$ cat config.mk
export PLATFORM = sky130hd
export DESIGN_NAME = sample_accumulator_flat
export DESIGN_NICKNAME = d
export VERILOG_FILES = /design/src/rtl/sample_accumulator_if.sv /design/src/rtl/sample_accumulator.sv /design/src/flat_wrapper.sv
export SDC_FILE = /design/constraint.sdc
export NUM_CORES = 1
export LEC_CHECK = 0
export BUFFER_PORTS_ARGS = -buffer_cell sky130_fd_sc_hd__buf_4
export CAP_MARGIN = 10
export CORE_MARGIN = 2
export CORE_UTILIZATION = 50
export CTS_BUF_LIST = sky130_fd_sc_hd__clkbuf_4 sky130_fd_sc_hd__clkbuf_8 sky130_fd_sc_hd__clkbuf_16
export DETAILED_ROUTE_END_ITERATION = 8
export GPL_TIMING_DRIVEN = 0
export PLACE_DENSITY = 0.72
export SLEW_MARGIN = 20
export SYNTH_ARGS = -nofsm -noshare
export SYNTH_HDL_FRONTEND = slang
export SYNTH_SLANG_ARGS = --single-unit
$ cat constraint.sdc
create_clock -name i_Clock -period 4.4 [get_ports i_Clock]
set_input_delay 0.66 -clock i_Clock [delete_from_list [all_inputs] [get_ports i_Clock]]
set_output_delay 0.66 -clock i_Clock [all_outputs]
set_load 0.02 [all_outputs]
$ cat src/rtl/sample_accumulator_if.sv
// Subsample-in / sample-out bus of sample_accumulator.
//   slave  : the accumulator (takes subsamples, presents FIFO head + status)
//   master : the core/consumer side driving subsamples and i_SampleReady
interface sample_accumulator_if #(
  parameter int SUBSAMPLE_WIDTH = 16,
  parameter int SAMPLE_WIDTH    = 16,
  parameter int FIFO_DEPTH      = 4
);
  localparam int LVL_W = $clog2(FIFO_DEPTH) + 1;

  logic                              i_SubsampleValid;
  logic signed [SUBSAMPLE_WIDTH-1:0] i_Subsample;
  logic                              i_SubsampleLast;
  logic        [4:0]                 i_Shift;
  logic                              i_ClearFlags;
  logic                              o_SampleValid;
  logic                              i_SampleReady;
  logic signed [SAMPLE_WIDTH-1:0]    o_Sample;
  logic        [LVL_W-1:0]           o_FifoLevel;
  logic                              o_Overrun;
  logic                              o_Clipped;
  logic                              o_FrameError;

  modport slave (
    input  i_SubsampleValid, i_Subsample, i_SubsampleLast, i_Shift,
           i_ClearFlags, i_SampleReady,
    output o_SampleValid, o_Sample, o_FifoLevel, o_Overrun, o_Clipped,
           o_FrameError
  );

  modport master (
    output i_SubsampleValid, i_Subsample, i_SubsampleLast, i_Shift,
           i_ClearFlags, i_SampleReady,
    input  o_SampleValid, o_Sample, o_FifoLevel, o_Overrun, o_Clipped,
           o_FrameError
  );
endinterface

$ cat src/rtl/sample_accumulator.sv
// Frame accumulator: sums a variable-length frame of signed subsamples,
// arithmetic-shifts and saturates the sum at frame end, and queues the
// result in a small output FIFO with a valid/ready consumer side.
// Ports:
//   i_Clock  rising-edge clock
//   i_Reset  async active-low reset
//   bus      sample_accumulator_if.slave (subsample stream, FIFO head,
//            level and sticky overrun / clip / frame-error flags)
module sample_accumulator #(
  parameter int SUBSAMPLE_WIDTH = 16,
  parameter int SAMPLE_WIDTH    = 16,
  parameter int MAX_SUBSAMPLES  = 32,
  parameter int FIFO_DEPTH      = 4
) (
  input  logic                  i_Clock,
  input  logic                  i_Reset,
  sample_accumulator_if.slave   bus
);
  localparam int ACC_W = SUBSAMPLE_WIDTH + $clog2(MAX_SUBSAMPLES);
  localparam int CNT_W = $clog2(MAX_SUBSAMPLES) + 1;
  localparam int PTR_W = $clog2(FIFO_DEPTH);
  localparam int LVL_W = PTR_W + 1;

  // Saturation bounds expressed at accumulator width.
  localparam logic signed [ACC_W-1:0] SAT_MAX =
    {{(ACC_W-SAMPLE_WIDTH+1){1'b0}}, {(SAMPLE_WIDTH-1){1'b1}}};
  localparam logic signed [ACC_W-1:0] SAT_MIN = ~SAT_MAX;

  logic signed [ACC_W-1:0] r_Acc;
  logic        [CNT_W-1:0] r_Count;

  logic signed [ACC_W-1:0] sub_ext, sum, shifted;
  logic                    at_max, frame_end, clip_hi, clip_lo;
  logic [SAMPLE_WIDTH-1:0] sat;

  assign sub_ext   = {{(ACC_W-SUBSAMPLE_WIDTH){bus.i_Subsample[SUBSAMPLE_WIDTH-1]}},
                      bus.i_Subsample};
  assign at_max    = (r_Count == CNT_W'(MAX_SUBSAMPLES));
  assign frame_end = bus.i_SubsampleValid & bus.i_SubsampleLast;
  // A full frame ignores the closing subsample; the sum is r_Acc alone.
  assign sum       = at_max ? r_Acc : r_Acc + sub_ext;
  // >>> on a signed operand sign-fills, so shifts past ACC_W give 0 / -1.
  assign shifted   = sum >>> bus.i_Shift;
  assign clip_hi   = shifted > SAT_MAX;
  assign clip_lo   = shifted < SAT_MIN;
  assign sat       = clip_hi ? SAT_MAX[SAMPLE_WIDTH-1:0] :
                     clip_lo ? SAT_MIN[SAMPLE_WIDTH-1:0] :
                               shifted[SAMPLE_WIDTH-1:0];

  // Accumulator / frame counter
  always_ff @(posedge i_Clock or negedge i_Reset) begin
    if (!i_Reset) begin
      r_Acc   <= '0;
      r_Count <= '0;
    end else if (bus.i_SubsampleValid) begin
      if (bus.i_SubsampleLast) begin
        r_Acc   <= '0;
        r_Count <= '0;
      end else if (!at_max) begin
        r_Acc   <= r_Acc + sub_ext;
        r_Count <= r_Count + 1'b1;
      end
    end
  end

  // Output FIFO
  logic [SAMPLE_WIDTH-1:0] mem [FIFO_DEPTH];
  logic [PTR_W-1:0]        wr_ptr, rd_ptr;
  logic [LVL_W-1:0]        r_Level;
  logic                    full, pop, push_ok;

  assign full    = (r_Level == LVL_W'(FIFO_DEPTH));
  assign pop     = bus.o_SampleValid & bus.i_SampleReady;
  // A pop in the same cycle frees the slot, so a full FIFO still accepts.
  assign push_ok = frame_end & (~full | pop);

  always_ff @(posedge i_Clock or negedge i_Reset) begin
    if (!i_Reset) begin
      for (int i = 0; i < FIFO_DEPTH; i++) mem[i] <= '0;
      wr_ptr  <= '0;
      rd_ptr  <= '0;
      r_Level <= '0;
    end else begin
      if (push_ok) begin
        mem[wr_ptr] <= sat;
        wr_ptr      <= wr_ptr + 1'b1;
      end
      if (pop) rd_ptr <= rd_ptr + 1'b1;
      case ({push_ok, pop})
        2'b10:   r_Level <= r_Level + 1'b1;
        2'b01:   r_Level <= r_Level - 1'b1;
        default: r_Level <= r_Level;
      endcase
    end
  end

  assign bus.o_Sample      = mem[rd_ptr];
  assign bus.o_SampleValid = (r_Level != '0);
  assign bus.o_FifoLevel   = r_Level;

  // Sticky flags: a set event beats a same-cycle clear.
  logic set_ovr, set_clip, set_ferr;
  logic r_Ovr, r_Clip, r_Ferr;

  assign set_ovr  = frame_end & full & ~pop;
  assign set_clip = frame_end & (clip_hi | clip_lo);
  assign set_ferr = bus.i_SubsampleValid & at_max;

  always_ff @(posedge i_Clock or negedge i_Reset) begin
    if (!i_Reset) begin
      r_Ovr  <= 1'b0;
      r_Clip <= 1'b0;
      r_Ferr <= 1'b0;
    end else begin
      r_Ovr  <= set_ovr  | (r_Ovr  & ~bus.i_ClearFlags);
      r_Clip <= set_clip | (r_Clip & ~bus.i_ClearFlags);
      r_Ferr <= set_ferr | (r_Ferr & ~bus.i_ClearFlags);
    end
  end

  assign bus.o_Overrun    = r_Ovr;
  assign bus.o_Clipped    = r_Clip;
  assign bus.o_FrameError = r_Ferr;
endmodule
$ cat src/flat_wrapper.sv
// flat-port wrapper written by rule: the top's interface ports become plain ports
module sample_accumulator_flat 
#(
  parameter int SUBSAMPLE_WIDTH = 16,
  parameter int SAMPLE_WIDTH    = 16,
  parameter int MAX_SUBSAMPLES  = 32,
  parameter int FIFO_DEPTH      = 4
)
  (i_Clock, i_Reset, bus_i_SubsampleValid, bus_i_Subsample, bus_i_SubsampleLast, bus_i_Shift, bus_i_ClearFlags, bus_i_SampleReady, bus_o_SampleValid, bus_o_Sample, bus_o_FifoLevel, bus_o_Overrun, bus_o_Clipped, bus_o_FrameError);
  sample_accumulator_if #(.SUBSAMPLE_WIDTH(SUBSAMPLE_WIDTH), .SAMPLE_WIDTH(SAMPLE_WIDTH), .FIFO_DEPTH(FIFO_DEPTH)) bus_i ();
  input  logic i_Clock;
  input  logic i_Reset;
  input wire logic [$bits(bus_i.i_SubsampleValid)-1:0] bus_i_SubsampleValid;
  input wire logic [$bits(bus_i.i_Subsample)-1:0] bus_i_Subsample;
  input wire logic [$bits(bus_i.i_SubsampleLast)-1:0] bus_i_SubsampleLast;
  input wire logic [$bits(bus_i.i_Shift)-1:0] bus_i_Shift;
  input wire logic [$bits(bus_i.i_ClearFlags)-1:0] bus_i_ClearFlags;
  input wire logic [$bits(bus_i.i_SampleReady)-1:0] bus_i_SampleReady;
  output wire logic [$bits(bus_i.o_SampleValid)-1:0] bus_o_SampleValid;
  output wire logic [$bits(bus_i.o_Sample)-1:0] bus_o_Sample;
  output wire logic [$bits(bus_i.o_FifoLevel)-1:0] bus_o_FifoLevel;
  output wire logic [$bits(bus_i.o_Overrun)-1:0] bus_o_Overrun;
  output wire logic [$bits(bus_i.o_Clipped)-1:0] bus_o_Clipped;
  output wire logic [$bits(bus_i.o_FrameError)-1:0] bus_o_FrameError;
  assign bus_i.i_SubsampleValid = bus_i_SubsampleValid;
  assign bus_i.i_Subsample = bus_i_Subsample;
  assign bus_i.i_SubsampleLast = bus_i_SubsampleLast;
  assign bus_i.i_Shift = bus_i_Shift;
  assign bus_i.i_ClearFlags = bus_i_ClearFlags;
  assign bus_i.i_SampleReady = bus_i_SampleReady;
  assign bus_o_SampleValid = bus_i.o_SampleValid;
  assign bus_o_Sample = bus_i.o_Sample;
  assign bus_o_FifoLevel = bus_i.o_FifoLevel;
  assign bus_o_Overrun = bus_i.o_Overrun;
  assign bus_o_Clipped = bus_i.o_Clipped;
  assign bus_o_FrameError = bus_i.o_FrameError;
  sample_accumulator #(.SUBSAMPLE_WIDTH(SUBSAMPLE_WIDTH), .SAMPLE_WIDTH(SAMPLE_WIDTH), .MAX_SUBSAMPLES(MAX_SUBSAMPLES), .FIFO_DEPTH(FIFO_DEPTH)) u_core (.i_Clock(i_Clock), .i_Reset(i_Reset), .bus(bus_i));
endmodule
* After elaboration in Yosys (flattened, before gate mapping)
Cells that the tools add are included.
Cells by class: add/subtract/negate cells 6, $lt $le $gt $ge 5, equal/unequal tests 5, shifts and indexed selects 1, muxes and demuxes 13, bitwise logic cells 20, reduce and logical (&&, ||, !) cells 4
Operators with widths (count):
- 16-bit two-way mux | 5
- 64-bit bitwise mux | 1
- 21-bit two-way mux | 2
- 16-bit binary-select mux with 2-bit select | 1
- 16-bit demux with 2-bit select | 1
- 21-bit by 16-bit adder with 21-bit output | 1
- 21-bit by 16-bit > comparator with 1-bit output (second input constant) | 1
- 21-bit by 16-bit < comparator with 1-bit output (second input constant) | 1
- 21-bit by 5-bit >>> shifter with 21-bit output | 1
- 6-bit two-way mux | 2
- 1-bit AND | 10
- 6-bit by 1-bit adder with 6-bit output (second input constant) | 1
- 6-bit equality test (second input constant) | 1
- 3-bit greater-or-equal comparator (second input constant) | 2
- 2-bit NOT with 3-bit output | 2
- 3-bit one-hot mux with 2 select lines | 1
- 1-bit bitwise OR | 5
- 2-bit by 1-bit adder with 2-bit output (second input constant) | 2
- 3-bit by 1-bit adder with 3-bit output (second input constant) | 1
- 3-bit equality test (second input constant) | 1
- 3-bit by 1-bit < comparator with 1-bit output (second input constant) | 1
- 1-bit NOT | 3
- 3-bit nonzero test | 1
- 3-bit by 1-bit subtractor with 3-bit output (second input constant) | 1
- 6 further kinds | 6
Storage, ports and cells: register bits after elaboration 101, input port bits 27, output and inout bits 23, logic and storage cells 66

* Depth between registers and ports, before layout
Gate-level depths: netlist (run 1).
depth after elaboration 7, depth in mapped cells 17, depth with buffers taken out 14

* Worst setup path before layout (run 1)
No wires, ideal clock.
kind input to register, start in bus_i_Subsample[0], end reg u_core.mem[14] (netlist bit), arrival time 3.816 ns, setup slack 0.459 ns, cell stages on the path 16, path buffers 2, cells stage by stage ha_1 inv_1 fa_1 and2b_1 o2111ai_2 a21boi_2 nor2_1 o221a_2 a21oi_1 a221oi_1 a211oi_1 a31o_2 buf_4 buf_6 o211ai_1 mux2_2
On the way: longest elaborated chain between the ends 7
RTL lines:
- start, declared | RTL line flat_wrapper.sv:14 | input wire logic [$bits(bus_i.i_Subsample)-1:0] bus_i_Subsample;
- 21-bit by 16-bit adder with 21-bit output (*) | RTL line sample_accumulator.sv:41 | assign sum = at_max ? r_Acc : r_Acc + sub_ext;
- 21-bit two-way mux (*) | RTL line sample_accumulator.sv:41
- 21-bit by 5-bit >>> shifter with 21-bit output (*) | RTL line sample_accumulator.sv:43 | assign shifted = sum >>> bus.i_Shift;
- 21-bit by 16-bit < comparator with 1-bit output | RTL line sample_accumulator.sv:45 | assign clip_lo = shifted < SAT_MIN;
- 16-bit two-way mux | RTL line sample_accumulator.sv:47 | clip_lo ? SAT_MIN[SAMPLE_WIDTH-1:0] :
- 16-bit two-way mux (*) | RTL line sample_accumulator.sv:46 | assign sat = clip_hi ? SAT_MAX[SAMPLE_WIDTH-1:0] :
- 64-bit bitwise mux (*) | RTL line sample_accumulator.sv:85 | mem[wr_ptr] <= sat;
- end signal, assigned by index | RTL line sample_accumulator.sv:85
- end, declared | RTL line sample_accumulator.sv:67 | logic [SAMPLE_WIDTH-1:0] mem [FIFO_DEPTH];
Every way passes the cells marked *; elsewhere a longest branch is shown, timed or not. A chain may end at the register's enable or synchronous reset.

* Final worst setup path (run 1)
start reg u_core.r_Acc[8], end reg u_core.mem[2] (netlist bit)
On the way: longest elaborated chain between the ends 7
RTL lines:
- start, declared | RTL line sample_accumulator.sv:29 | logic signed [ACC_W-1:0] r_Acc;
- start signal, assigned | RTL line sample_accumulator.sv:60 | r_Acc <= r_Acc + sub_ext;
- 21-bit by 16-bit adder with 21-bit output | RTL line sample_accumulator.sv:41
- 21-bit two-way mux (*) | RTL line sample_accumulator.sv:41
- 21-bit by 5-bit >>> shifter with 21-bit output (*) | RTL line sample_accumulator.sv:43
- 21-bit by 16-bit < comparator with 1-bit output | RTL line sample_accumulator.sv:45
- 16-bit two-way mux | RTL line sample_accumulator.sv:47
- 16-bit two-way mux (*) | RTL line sample_accumulator.sv:46
- 64-bit bitwise mux (*) | RTL line sample_accumulator.sv:85
Marked as above.

==> results of run 1 <==
-- report_power, final --
group          internal [mW]  leakage, nW  switching (mW)  total (mW)
sequential              1.31         1.26           0.227        1.53
clock                  0.526        0.167           0.398       0.924
combinational           1.41         2.26            1.78        3.19
total                   3.24         3.69            2.41        5.65
-- metal layers --
layer	wire, µm	up-vias	track usage
li1	-	3202	-
met1	9460	3368	0.395
met2	9590	326	0.413
met3	1720	27	0.0464
met4	296	0	0.0666
met5	0	-	0
-- logic make-up after synthesis --
group                      after synthesis  synth area share
AOI/OAI and AO/OA                      255             0.246
xor gates and xnor gates                16            0.0186
adders and majority gates               29            0.0501
buffers and inverters                   84            0.0461
DFF                                    101             0.335
muxes                                   77             0.146
and+or+nand+nor                        253             0.158
-- cell type report --
| type | instances | area, µm² |
|---|---|---|
| clock buffers | 10 | 239 |
| well taps | 184 | 230 |
| flip-flops and latches | 101 | 2530 |
| fillers | 1291 | 6040 |
| multi-input cells | 630 | 4730 |
| inverters | 33 | 124 |
| clock inverters | 6 | 103 |
| plain buffers | 51 | 226 |
| repair buffers | 55 | 417 |
-- through the flow --
| stage | setup slack, ns | TNS, ns | utilization |
|---|---|---|---|
| 6_report | 0.0727 | 0 | 0.587 |
| 5_1_grt | -0.00851 | -0.0125 | 0.587 |
| 4_1_cts | 0.0240 | 0 | 0.580 |
| 3_5_place_dp | -0.552 | -22.40 | 0.555 |
| 3_3_place_gp | -0.563 | -24.39 | 0.555 |
| 2_1_floorplan | 0.459 | 0 | - |
-- sequential cells by signal, summed over array words and instances (netlist names) --
| signal | flops |
|---|---|
| u_core.bus.o_Overrun | 1 |
| u_core.mem | 64 |
| u_core.r_Acc | 21 |
| u_core.wr_ptr | 2 |
| u_core.bus.o_FrameError | 1 |
| u_core.bus.o_FifoLevel | 3 |
| u_core.r_Count | 6 |
| u_core.bus.o_Clipped | 1 |
| u_core.rd_ptr | 2 |
-- timing repair --
item | in CTS | in global routing
resized for setup | 2 | 15
pin swaps | 0 | 7
setup endpoints to repair | 38 | 61
hold buffers | 0 | 0
buffers inserted | 0 | 7
-- cell usage in the layout (no fill, tap or decap), drive strengths merged, types with 8 or more instances in the layout --
cell      n
a211oi   15
a21o      9
a21oi    53
a22o     15
buf      76
clkbuf   40
dfrtp   101
ha       27
inv      35
mux2     29
mux2i    25
mux4     23
nand2    96
nand2b    9
nand3    22
nor2     55
nor3     20
o211ai   30
o21a      8
o21ai    50
o22ai     8
or3       9
xnor2    10
-- worst max-delay path by stage --
| stage | start | endpoint | slack (ns) | cells after the start |
|---|---|---|---|---|
| finish | u_core.r_Acc[8] | u_core.mem[2] | 0.07 | 12 |
| global route | u_core.r_Acc[9] | u_core.mem[29] | -0.009 | 12 |
| CTS | u_core.r_Acc[0] | u_core.mem[28] | 0.02 | 14 |
| detailed placement | bus_i_Subsample[0] | u_core.mem[32] | -0.55 | 15 |
| global placement | bus_i_Subsample[0] | u_core.mem[32] | -0.56 | 15 |
| floorplan | bus_i_Subsample[0] | u_core.mem[14] | 0.46 | 16 |
==> results.txt, run 1 <==
The detailed router finished its first iteration with 804 violations. The number of antenna violations at the first check in global routing is 0. The H-tree depth reported by CTS is 3. The post-route clock period utilization came out at 0.983.

The achievable frequency is 0.231 GHz. The routed wire length per instance came out at about 20 µm. The register bit total from synthesis is ~100. The total overflow left after global routing is 0. The number of buffers created by CTS came out at 9. The startpoint of the lowest-slack register-to-register path is u_core.r_Acc[8]. The antenna diode instance count is 0.

The number of instances in the placed design came out at between 1k and 1.5k. The pin slew with the least headroom to its limit is between 0.9 and 1 ns. The total power of the final layout came out at roughly 5.6 mW. The number of failing hold endpoints at the final stage was 0. The total of endpoints with negative setup slack in the final report is 0. Once placement finished, the instance area stood at 8130 µm². The critical path is of the flip-flop to flip-flop type. In the routed design, unresolved DRC markers number 0. In this run the worst path has a maximum fanout of 7. The critical path data required time is 4.70 ns.

Summing every instance area after synthesis gives 7540 µm². The worst setup path is captured at a flip-flop. The remaining antenna violation count after routing is 0. The most frequently used flop master after synthesis is sky130_fd_sc_hd__dfrtp_1. From bottom edge to top edge, the die measures roughly 130 µm. The tree is rooted in a sky130_fd_sc_hd__clkbuf_16.

The maximum number of pins on one net before global-route repair came out at roughly 100. The leakage power figure is approximately 3.7 nW. The proportion of layout cells with a drive suffix above 1 is 0.203.

In this design, the critical path's most frequently occurring cell is sky130_fd_sc_hd__mux2i_1. The count of buffers added on input and output ports is 48. The global-route usage over all layers is 0.268. The clock transition at the registers of the reported paths came out at 0.08 ns. The die outline width came out at ~130 µm.

The first-pass GRT wire length came out at 34300 µm. By count the netlist is led by 101 x sky130_fd_sc_hd__dfrtp_1, 95 x sky130_fd_sc_hd__nand2_1, 54 x sky130_fd_sc_hd__nor2_1, 50 x sky130_fd_sc_hd__a21oi_1, 43 x sky130_fd_sc_hd__o21ai_0. The path class of the tightest hold or removal check is input pin to async pin. The filler-free cell count of the finished design came out at 1070. The worst-case clock skew is 0.0121 ns. The shortest clock period the worst path allows after layout is 4.33 ns. Using the TritonRoute via totals, the vias-per-cell ratio works out to 6.47. The final net count is approximately 940. The synthesis-to-finish area growth is 14.1%. The slowest stage of the critical path belongs to the cell sky130_fd_sc_hd__a211oi_1. The slack of the worst reg-to-reg path came out at ~0.073 ns. The flow ran to the end, and the final reports show no timing, DRC or antenna violations. The tree built by TritonCTS fans out to 101 sinks. Summing over every cut layer, the via total after detailed routing is ~7k.

The final weighted congestion of routability-driven global placement is between 0.9 and 1. The share of the synthesized area in the top cell type came out at 0.335. The endpoint identified for the worst register-to-register timing path is u_core.mem[2]. In this run the standard cell core region covers approximately 15000 µm². Synthesis produced a netlist whose cell count is just over 800. For this run, the register share of the synthesized area comes to 0.335. The final max-slew violation count came out at 0.

IR analysis of the VDD net gives a maximum drop of between 0.4 and 0.5 mV. The clock reaches the later pin of the worst-skew pair after roughly 0.36 ns. The detailed placer's ending HPWL is around 15000 µm. The count of buffer and inverter cells on the critical path is 0. The data arrival time of the critical path is 4.63 ns. The count of maximum capacitance violations is 0. The area of the die came out at about 16000 µm². The average footprint of a synthesized cell came out at just over 9 µm². The row count came out at 44. The most frequently used cell type in the post-synthesis netlist is sky130_fd_sc_hd__dfrtp_1. Counting distinct cell types in the post-synthesis netlist gives a little under 90.

The worst-case reg-to-reg path depth came out at 12. The largest single stage delay on the critical path is around 0.63 ns. The total nets after synthesis is about 870. The Yosys warning count came out at 0. Yosys mapped a number of flops with a built-in enable equal to 0. The share of synthesized registers carrying an async set or reset came out at 1.00. The number of global-route vias before repair came out at ~6.4k.

The number of I/O pins came out at 50. Traced cell by cell, the critical path runs through ha_1 > nand2_2 > o32ai_1 > or2b_2 > nor4_1 > a211oi_1 > mux2i_1 > mux2i_1 > mux2i_1 > mux4_2 > o21ai_0 > mux2_2. Setup repair after global routing could not meet its margin everywhere. The worst hold slack came out at ~0.38 ns. STA classifies the critical path startpoint as a flip-flop. TritonCTS built the clock tree.

The number of buffers on the longest clock path is 2. Ranked by total cell area, the synthesized netlist is headed by sky130_fd_sc_hd__dfrtp_1 34%, sky130_fd_sc_hd__mux4_2 6.9%, sky130_fd_sc_hd__nand2_1 4.7%. The power per standard cell area came out at roughly 660 nW/µm². The wire length reported by the detailed router is 21100 µm. The kind of cell adding the most delay to the critical path is compound AO/OA/AOI/OAI gates. Headroom to the max-slew limit came out at 0.362. The post-layout instance area came out at 8600 µm². The largest total area in the synthesized netlist belongs to sky130_fd_sc_hd__dfrtp_1. The effective utilization at floorplan came out at 0.515. The first-pass iteration count of the detailed router is 8.
Note: power is estimated with default switching activity, not from simulation.
==> run 2: changes to the inputs <==
Settings changed: BUFFER_PORTS_ARGS -buffer_cell sky130_fd_sc_hd__buf_4 to default, DONT_BUFFER_PORTS from default to 1, GPL_TIMING_DRIVEN 0 to 1, PLACE_DENSITY 0.72 to 0.69.
==> results.txt, run 2 (synthesized netlist as in run 1, its figures left out) <==
The final net count is 866 (was 937). The power per standard cell area is 656 nW/µm² (was 657 nW/µm²). The filler cell count is 1326 (was 1291). The overall die height is 127 µm (unchanged). The routed wire length per instance came out at 20.8 µm (was 19.7 µm). The leakage power figure came out at 3.46 nW (was 3.69 nW). The critical path data required time is 4.70 ns (about the same). The final weighted congestion of routability-driven global placement was 0.957 (was 0.936). The TritonCTS clock tree was yes (unchanged).

The storage element area came to 2530 µm² (about the same). Status: completed (unchanged). The via count is 6666 (was 6923). The number of failing hold endpoints at the final stage came to 0 (unchanged). The combinational power share came to 0.539 (was 0.565). The relative slew slack came out at 0.381 (was 0.362). The global-route congestion overflow total came to 0 (unchanged). The share of total power in the clock network came out at 0.152 (was 0.164).

The maximum vdd drop came out at 0.390 mV (was 0.407 mV). The element type at the critical path end was a flip-flop (unchanged). The minimum setup slack after placement came to -0.0428 ns (was -0.552 ns). The post-layout instance area came out at 8180 µm² (was 8600 µm²). The detailed placer's ending HPWL is 15100 µm (about the same). The power dissipated by switching net loads is 2.36 mW (was 2.41 mW). The die outline width came out at 127 µm (unchanged). The first-pass GRT wire length came out at 34300 µm (about the same). The pin slew with the least headroom to its limit came to 0.925 ns (was 0.957 ns).

The total placed instance area came out at 7820 µm² (was 8130 µm²). Largest registers: u_core.mem x64, u_core.r_Acc x21, u_core.r_Count x6 (unchanged). The first-iteration detailed-routing DRC count came to 653 (was 804).

The area taken by multi-input logic gates is 4700 µm² (was 4730 µm²). The H-tree depth reported by CTS came to 3 (unchanged). The proportion of layout cells with a drive suffix above 1 came to 0.168 (was 0.203). The remaining antenna violation count after routing came to 0 (unchanged). The clock transition at the registers of the reported paths came out at 0.08 ns (about the same).

The number of global-route vias before repair is 6648 (was 6435). The number of instances in the placed design is 982 (was 1047). The clock latency of the later-clocked register in the worst-skew pair is 0.37 ns (was 0.36 ns). The antenna diode instance count is 0 (unchanged). The via density per instance came to 6.67 (was 6.47).

The area of the core came to 14600 µm² (unchanged). The switching fraction of total power is 0.441 (was 0.426). The worst-case reg-to-reg path depth is 13 (was 12).

The DRC violation count after routing came out at 0 (unchanged). The startpoint type of the worst setup path is a flip-flop (unchanged). The class of the most critical hold timing path is input pin to async pin (unchanged). The most numerous cell on the critical path is sky130_fd_sc_hd__a21oi_1 (was sky130_fd_sc_hd__mux2i_1). The number of antenna violations at the first check in global routing is 0 (unchanged).

The wire length reported by the detailed router came to 20800 µm (was 21100 µm). The data arrival time of the critical path came to 4.46 ns (was 4.63 ns). The number of sinks handled by clock tree synthesis is 101 (unchanged). The number of flip-flops under the largest register name came out at 64 (unchanged). The number of buffers on the longest clock path was 2 (unchanged). The delay of the slowest cell on the worst path is 0.47 ns (was 0.63 ns). The first-pass iteration count of the detailed router is 6 (was 8). The count of maximum capacitance violations is 0 (unchanged). The total power of the final layout was 5.36 mW (was 5.65 mW). The most frequent standard cell in the layout excluding fill and tap cells is sky130_fd_sc_hd__dfrtp_1 (unchanged). The filler-free cell count of the finished design was 999 (was 1070). The internal power came out at 3.00 mW (was 3.24 mW). The class of the most critical setup path is flip-flop to flip-flop (unchanged).

The post-route clock period utilization came to 0.945 (was 0.983). RSZ-0062 raised after global routing: no (was yes). The critical-path cell with the highest stage delay is sky130_fd_sc_hd__a311oi_4 (was sky130_fd_sc_hd__a211oi_1).

The shortest clock period the worst path allows after layout is 4.16 ns (was 4.33 ns). The number of I/O pins was 50 (unchanged). The final max-slew violation count is 0 (unchanged). The port buffer count is 0 (was 48). CP cell instances: ha_1 > buf_4 > a21oi_1 > o32ai_1 > nor2b_1 > a21oi_1 > a311oi_4 > nor3_1 > a311oi_1 > nand2_1 > o31a_4 > o211ai_1 > mux2_2 (was ha_1 > nand2_2 > o32ai_1 > or2b_2 > nor4_1 > a211oi_1 > mux2i_1 > mux2i_1 > mux2i_1 > mux4_2 > o21ai_0 > mux2_2).

The biggest fanout along the worst timing path came out at 7 (unchanged). The total of endpoints with negative setup slack in the final report came out at 0 (unchanged). The relative contribution of sequential cells to total power was 0.308 (was 0.271). The maximum number of pins on one net before global-route repair came out at 102 (unchanged). The synthesis-to-finish area growth is 8.46% (was 14.1%). The largest register by flop count was u_core.mem (unchanged). The row count is 44 (unchanged). The area of the die came to 16100 µm² (unchanged). Most used cells in the layout excluding fill and tap cells: 100 x sky130_fd_sc_hd__dfrtp_1, 95 x sky130_fd_sc_hd__nand2_1, 53 x sky130_fd_sc_hd__nor2_1, 49 x sky130_fd_sc_hd__a21oi_1, 43 x sky130_fd_sc_hd__o21ai_0 (was 101 x sky130_fd_sc_hd__dfrtp_1, 95 x sky130_fd_sc_hd__nand2_1, 56 x sky130_fd_sc_hd__buf_4, 53 x sky130_fd_sc_hd__nor2_1, 48 x sky130_fd_sc_hd__a21oi_1). The global-route usage over all layers came out at 0.267 (was 0.268). The setup slack after layout came out at 0.242 ns (was 0.0727 ns).

The number of buffers created by CTS is 9 (unchanged). The clock tree root driver cell is sky130_fd_sc_hd__clkbuf_16 (unchanged). The worst-case clock skew is 0.0125 ns (was 0.0121 ns). The achievable frequency is 0.240 GHz (was 0.231 GHz).

The effective utilization at floorplan is 0.515 (unchanged). The summed negative setup slack over all endpoints came out at 0 ns (unchanged). The count of buffers added by post-CTS timing repair for setup came out at 0 (unchanged).
run 2: power groups by stage:
stage | clock network (mW) | registers, mW | logic (mW)
floorplan | 0 | 1.49 | 2.24
global placement | 0 | 1.63 | 2.75
detailed placement | 0 | 1.67 | 2.82
CTS | 0.827 | 1.65 | 2.86
global route | 0.857 | 1.71 | 3.16
finish | 0.817 | 1.65 | 2.89
run 2: path summary, 6_finish.rpt:
kind | slack, ns | from | to
worst max-delay path | 0.24 | u_core.r_Acc[8] | u_core.mem[12]
worst max register to register | 0.24 | u_core.r_Acc[8] | u_core.mem[12]
min in group i_Clock | 0.37 | bus_i_SubsampleValid | u_core.r_Count[5]
worst min register to register | 0.48 | u_core.mem[15] | u_core.mem[15]
worst min-delay path | 0.18 | i_Reset | u_core.r_Acc[13]
max in group asynchronous | 3.75 | i_Reset | u_core.mem[42]
run 2: cell type report:
cell class / instances / area share
Clock buffer: 10 / 0.0292
Clock inverter: 6 / 0.00796
Inverter: 33 / 0.0151
Multi-Input combinational cell: 630 / 0.574
Sequential cell: 101 / 0.309
Tap cell: 184 / 0.0282
Timing Repair Buffer: 35 / 0.0361
run 2: repair_timing:
action,4_1_cts,5_1_grt
hold buffers,1,0
gates resized for setup,0,5
endpoints found under the hold margin,101,0
endpoints found under the setup margin,0,23
run 2: per-layer routing:
metal	wire, µm	track usage	vias to the layer above
met5	0	0	-
met2	9720	0.423	279
li1	-	-	3070
met4	534	0.0924	0
met3	1490	0.0578	49
met1	9020	0.364	3268
run 2: stage by stage:
step / hold WS (ns) / utilization
finish: 0.177 / 0.558
global route: 0.259 / 0.558
CTS: 0.247 / 0.556
detailed placement: 0.368 / 0.534
global placement: 0.367 / 0.534
floorplan: 0.364 / -
run 2: worst max-delay path: cells and delay by family, from the launching register on:
kind | cells | cell delay, ns
multiplexers | 1 | 0.24
AO/OA/AOI/OAI | 7 | 2.21
adder cells (fa/ha/maj) | 1 | 0.32
AND/OR/NAND/NOR | 3 | 0.73
buffers and inverters | 1 | 0.17
flip-flops | 1 | 0.42
==> run 3: changes to the inputs <==
Settings changed: CTS_BUF_LIST sky130_fd_sc_hd__clkbuf_4 sky130_fd_sc_hd__clkbuf_8 sky130_fd_sc_hd__clkbuf_16 to sky130_fd_sc_hd__clkbuf_16, PLACE_DENSITY 0.69 to 0.74.
==> results.txt, run 3 (synthesized netlist as in run 1, its figures left out) <==
Status: completed (unchanged). The power per standard cell area is 649 nW/µm² (was 656 nW/µm²). The effective utilization at floorplan is 0.515 (unchanged). The switching fraction of total power is 0.439 (was 0.441).

The clock latency of the later-clocked register in the worst-skew pair is 0.37 ns (about the same). The number of sinks handled by clock tree synthesis came out at 101 (unchanged). The critical path data required time came out at 4.70 ns (about the same). Most used cells in the layout excluding fill and tap cells: 101 x sky130_fd_sc_hd__dfrtp_1, 95 x sky130_fd_sc_hd__nand2_1, 53 x sky130_fd_sc_hd__nor2_1, 50 x sky130_fd_sc_hd__a21oi_1, 43 x sky130_fd_sc_hd__o21ai_0 (was 100 x sky130_fd_sc_hd__dfrtp_1, 95 x sky130_fd_sc_hd__nand2_1, 53 x sky130_fd_sc_hd__nor2_1, 49 x sky130_fd_sc_hd__a21oi_1, 43 x sky130_fd_sc_hd__o21ai_0).

The biggest fanout along the worst timing path came out at 5 (was 7). The global-route congestion overflow total was 0 (unchanged). The TritonCTS clock tree is yes (unchanged). The maximum vdd drop came out at 0.396 mV (was 0.390 mV).

The startpoint type of the worst setup path is a flip-flop (unchanged). The wire length reported by the detailed router is 19900 µm (was 20800 µm). The final net count is 861 (was 866). The number of buffers on the longest clock path came to 2 (unchanged). The count of buffer and inverter cells on the critical path was 1 (unchanged). The number of global-route vias before repair came out at 6204 (was 6648). The combinational power share came out at 0.544 (was 0.539). The antenna diode instance count is 0 (unchanged).

The most frequent standard cell in the layout excluding fill and tap cells is sky130_fd_sc_hd__dfrtp_1 (unchanged). The global-route usage over all layers is 0.252 (was 0.267). The number of failing hold endpoints at the final stage is 0 (unchanged).

The remaining antenna violation count after routing came out at 0 (unchanged). The area of the core is 14600 µm² (unchanged). The first-pass iteration count of the detailed router came out at 6 (unchanged). The number of I/O pins is 50 (unchanged). The class of the most critical setup path was flip-flop to flip-flop (unchanged). The count of buffers added by post-CTS timing repair for setup came out at 0 (unchanged). The worst-case clock skew is 0.0121 ns (was 0.0125 ns). The share of total power in the clock network came to 0.149 (was 0.152). The total of endpoints with negative setup slack in the final report is 0 (unchanged). The final max-slew violation count came out at 0 (unchanged). The power dissipated by switching net loads was 2.30 mW (was 2.36 mW). The DRC violation count after routing is 0 (unchanged). The critical-path cell with the highest stage delay is sky130_fd_sc_hd__nor3_1 (was sky130_fd_sc_hd__a311oi_4). The via count came out at 6544 (was 6666). The die outline width is 127 µm (unchanged). The achievable frequency came to 0.239 GHz (was 0.240 GHz). The proportion of layout cells with a drive suffix above 1 was 0.156 (was 0.168). The filler cell count is 1317 (was 1326).

The internal power is 2.94 mW (was 3.00 mW). The maximum number of pins on one net before global-route repair came out at 102 (unchanged). The total power of the final layout is 5.25 mW (was 5.36 mW).

The synthesis-to-finish area growth came out at 7.27% (was 8.46%). The area of the die was 16100 µm² (unchanged). The shortest clock period the worst path allows after layout is 4.18 ns (was 4.16 ns).

Largest registers: u_core.mem x64, u_core.r_Acc x21, u_core.r_Count x6 (unchanged). RSZ-0062 raised after global routing: no (unchanged). The final weighted congestion of routability-driven global placement came to 0.920 (was 0.957). The number of antenna violations at the first check in global routing is 0 (unchanged).

The row count is 44 (unchanged). The count of maximum capacitance violations was 0 (unchanged). The leakage power figure came to 3.41 nW (was 3.46 nW). The delay of the slowest cell on the worst path was 0.47 ns (about the same). The first-iteration detailed-routing DRC count was 572 (was 653). The largest register by flop count is u_core.mem (unchanged). The class of the most critical hold timing path was input pin to async pin (unchanged). The clock transition at the registers of the reported paths was 0.07 ns (was 0.08 ns). The detailed placer's ending HPWL came out at 14100 µm (was 15100 µm). The H-tree depth reported by CTS is 3 (unchanged).

CP cell instances: ha_1 > inv_1 > fa_1 > and2b_1 > o2111ai_2 > a21boi_2 > nor3_1 > nor3_1 > a21oi_1 > o311ai_1 > o211ai_1 > o31a_4 > o211ai_1 > mux2_2 (was ha_1 > buf_4 > a21oi_1 > o32ai_1 > nor2b_1 > a21oi_1 > a311oi_4 > nor3_1 > a311oi_1 > nand2_1 > o31a_4 > o211ai_1 > mux2_2). The data arrival time of the critical path is 4.48 ns (was 4.46 ns). The port buffer count is 0 (unchanged). The clock tree root driver cell is sky130_fd_sc_hd__clkbuf_16 (unchanged). The routed wire length per instance came out at 20.0 µm (was 20.8 µm). The first-pass GRT wire length was 32600 µm (was 34300 µm).

The utilization of the core after routing came out at 0.552 (was 0.558). The relative slew slack came to 0.370 (was 0.381). The number of flip-flops under the largest register name is 64 (unchanged). The relative contribution of sequential cells to total power was 0.306 (was 0.308). The element type at the critical path end is a flip-flop (unchanged). The number of buffers created by CTS came out at 9 (unchanged). The via density per instance came to 6.58 (was 6.67). The overall die height was 127 µm (unchanged). The summed negative setup slack over all endpoints is 0 ns (unchanged). The pin slew with the least headroom to its limit is 0.945 ns (was 0.925 ns). The post-route clock period utilization is 0.949 (was 0.945). The worst hold slack came out at 0.159 ns (was 0.177 ns).

The kind of cell adding the most delay to the critical path is compound AO/OA/AOI/OAI gates (unchanged).
[run 3: final timing paths]
kind	start	end	slack, ns	cells past startpoint
worst min register to register	u_core.mem[42]	u_core.mem[42]	0.48	2
min in group i_Clock	bus_i_SubsampleLast	u_core.r_Acc[15]	0.38	1
worst max register to register	u_core.r_Acc[0]	u_core.mem[25]	0.22	14
worst max-delay path	u_core.r_Acc[0]	u_core.mem[25]	0.22	14
max in group asynchronous	i_Reset	u_core.mem[53]	3.73	1
worst min-delay path	i_Reset	u_core.r_Acc[15]	0.16	1
[run 3: what timing repair did]
| item | CTS | global route |
|---|---|---|
| resized for setup | 0 | 1 |
| endpoints found under the hold margin | 101 | 0 |
| endpoints found under the setup margin | 0 | 4 |
| hold buffers | 1 | 0 |
[run 3: layout make-up]
type | instances | area [µm²] | share of cell area
multi-input cells | 630 | 4680 | 0.578
clock buffers | 9 | 225 | 0.0278
clock inverters | 7 | 60.1 | 0.00743
inverters | 33 | 124 | 0.0153
well taps | 184 | 230 | 0.0285
flip-flops and latches | 101 | 2530 | 0.312
repair buffers | 30 | 245 | 0.0303
[run 3: per-layer routing]
layer,routed length (µm),GRT usage,share of wire
met3,1580,0.0523,0.080
met2,8930,0.394,0.45
met5,0,0,0
met1,8920,0.357,0.45
met4,445,0.0763,0.022
[run 3: power by group through the flow]
stage	Combinational, mW	Sequential (mW)	Clock, mW
final	2.86	1.61	0.784
after global routing	3.12	1.66	0.831
after CTS	2.83	1.61	0.800
after detailed placement	2.79	1.62	0
after global placement	2.75	1.60	0
after floorplan	2.24	1.49	0
[run 3: stage by stage]
| stage | setup WS, ns | std cells | area, µm² |
|---|---|---|---|
| floorplan | 0.459 | 815 | 7540 |
| global placement | 0.0246 | 977 | 7770 |
| detailed placement | -0.00971 | 977 | 7770 |
| CTS | 0.232 | 994 | 8080 |
| global route | 0.00220 | 994 | 8090 |
| finish | 0.224 | 994 | 8090 |
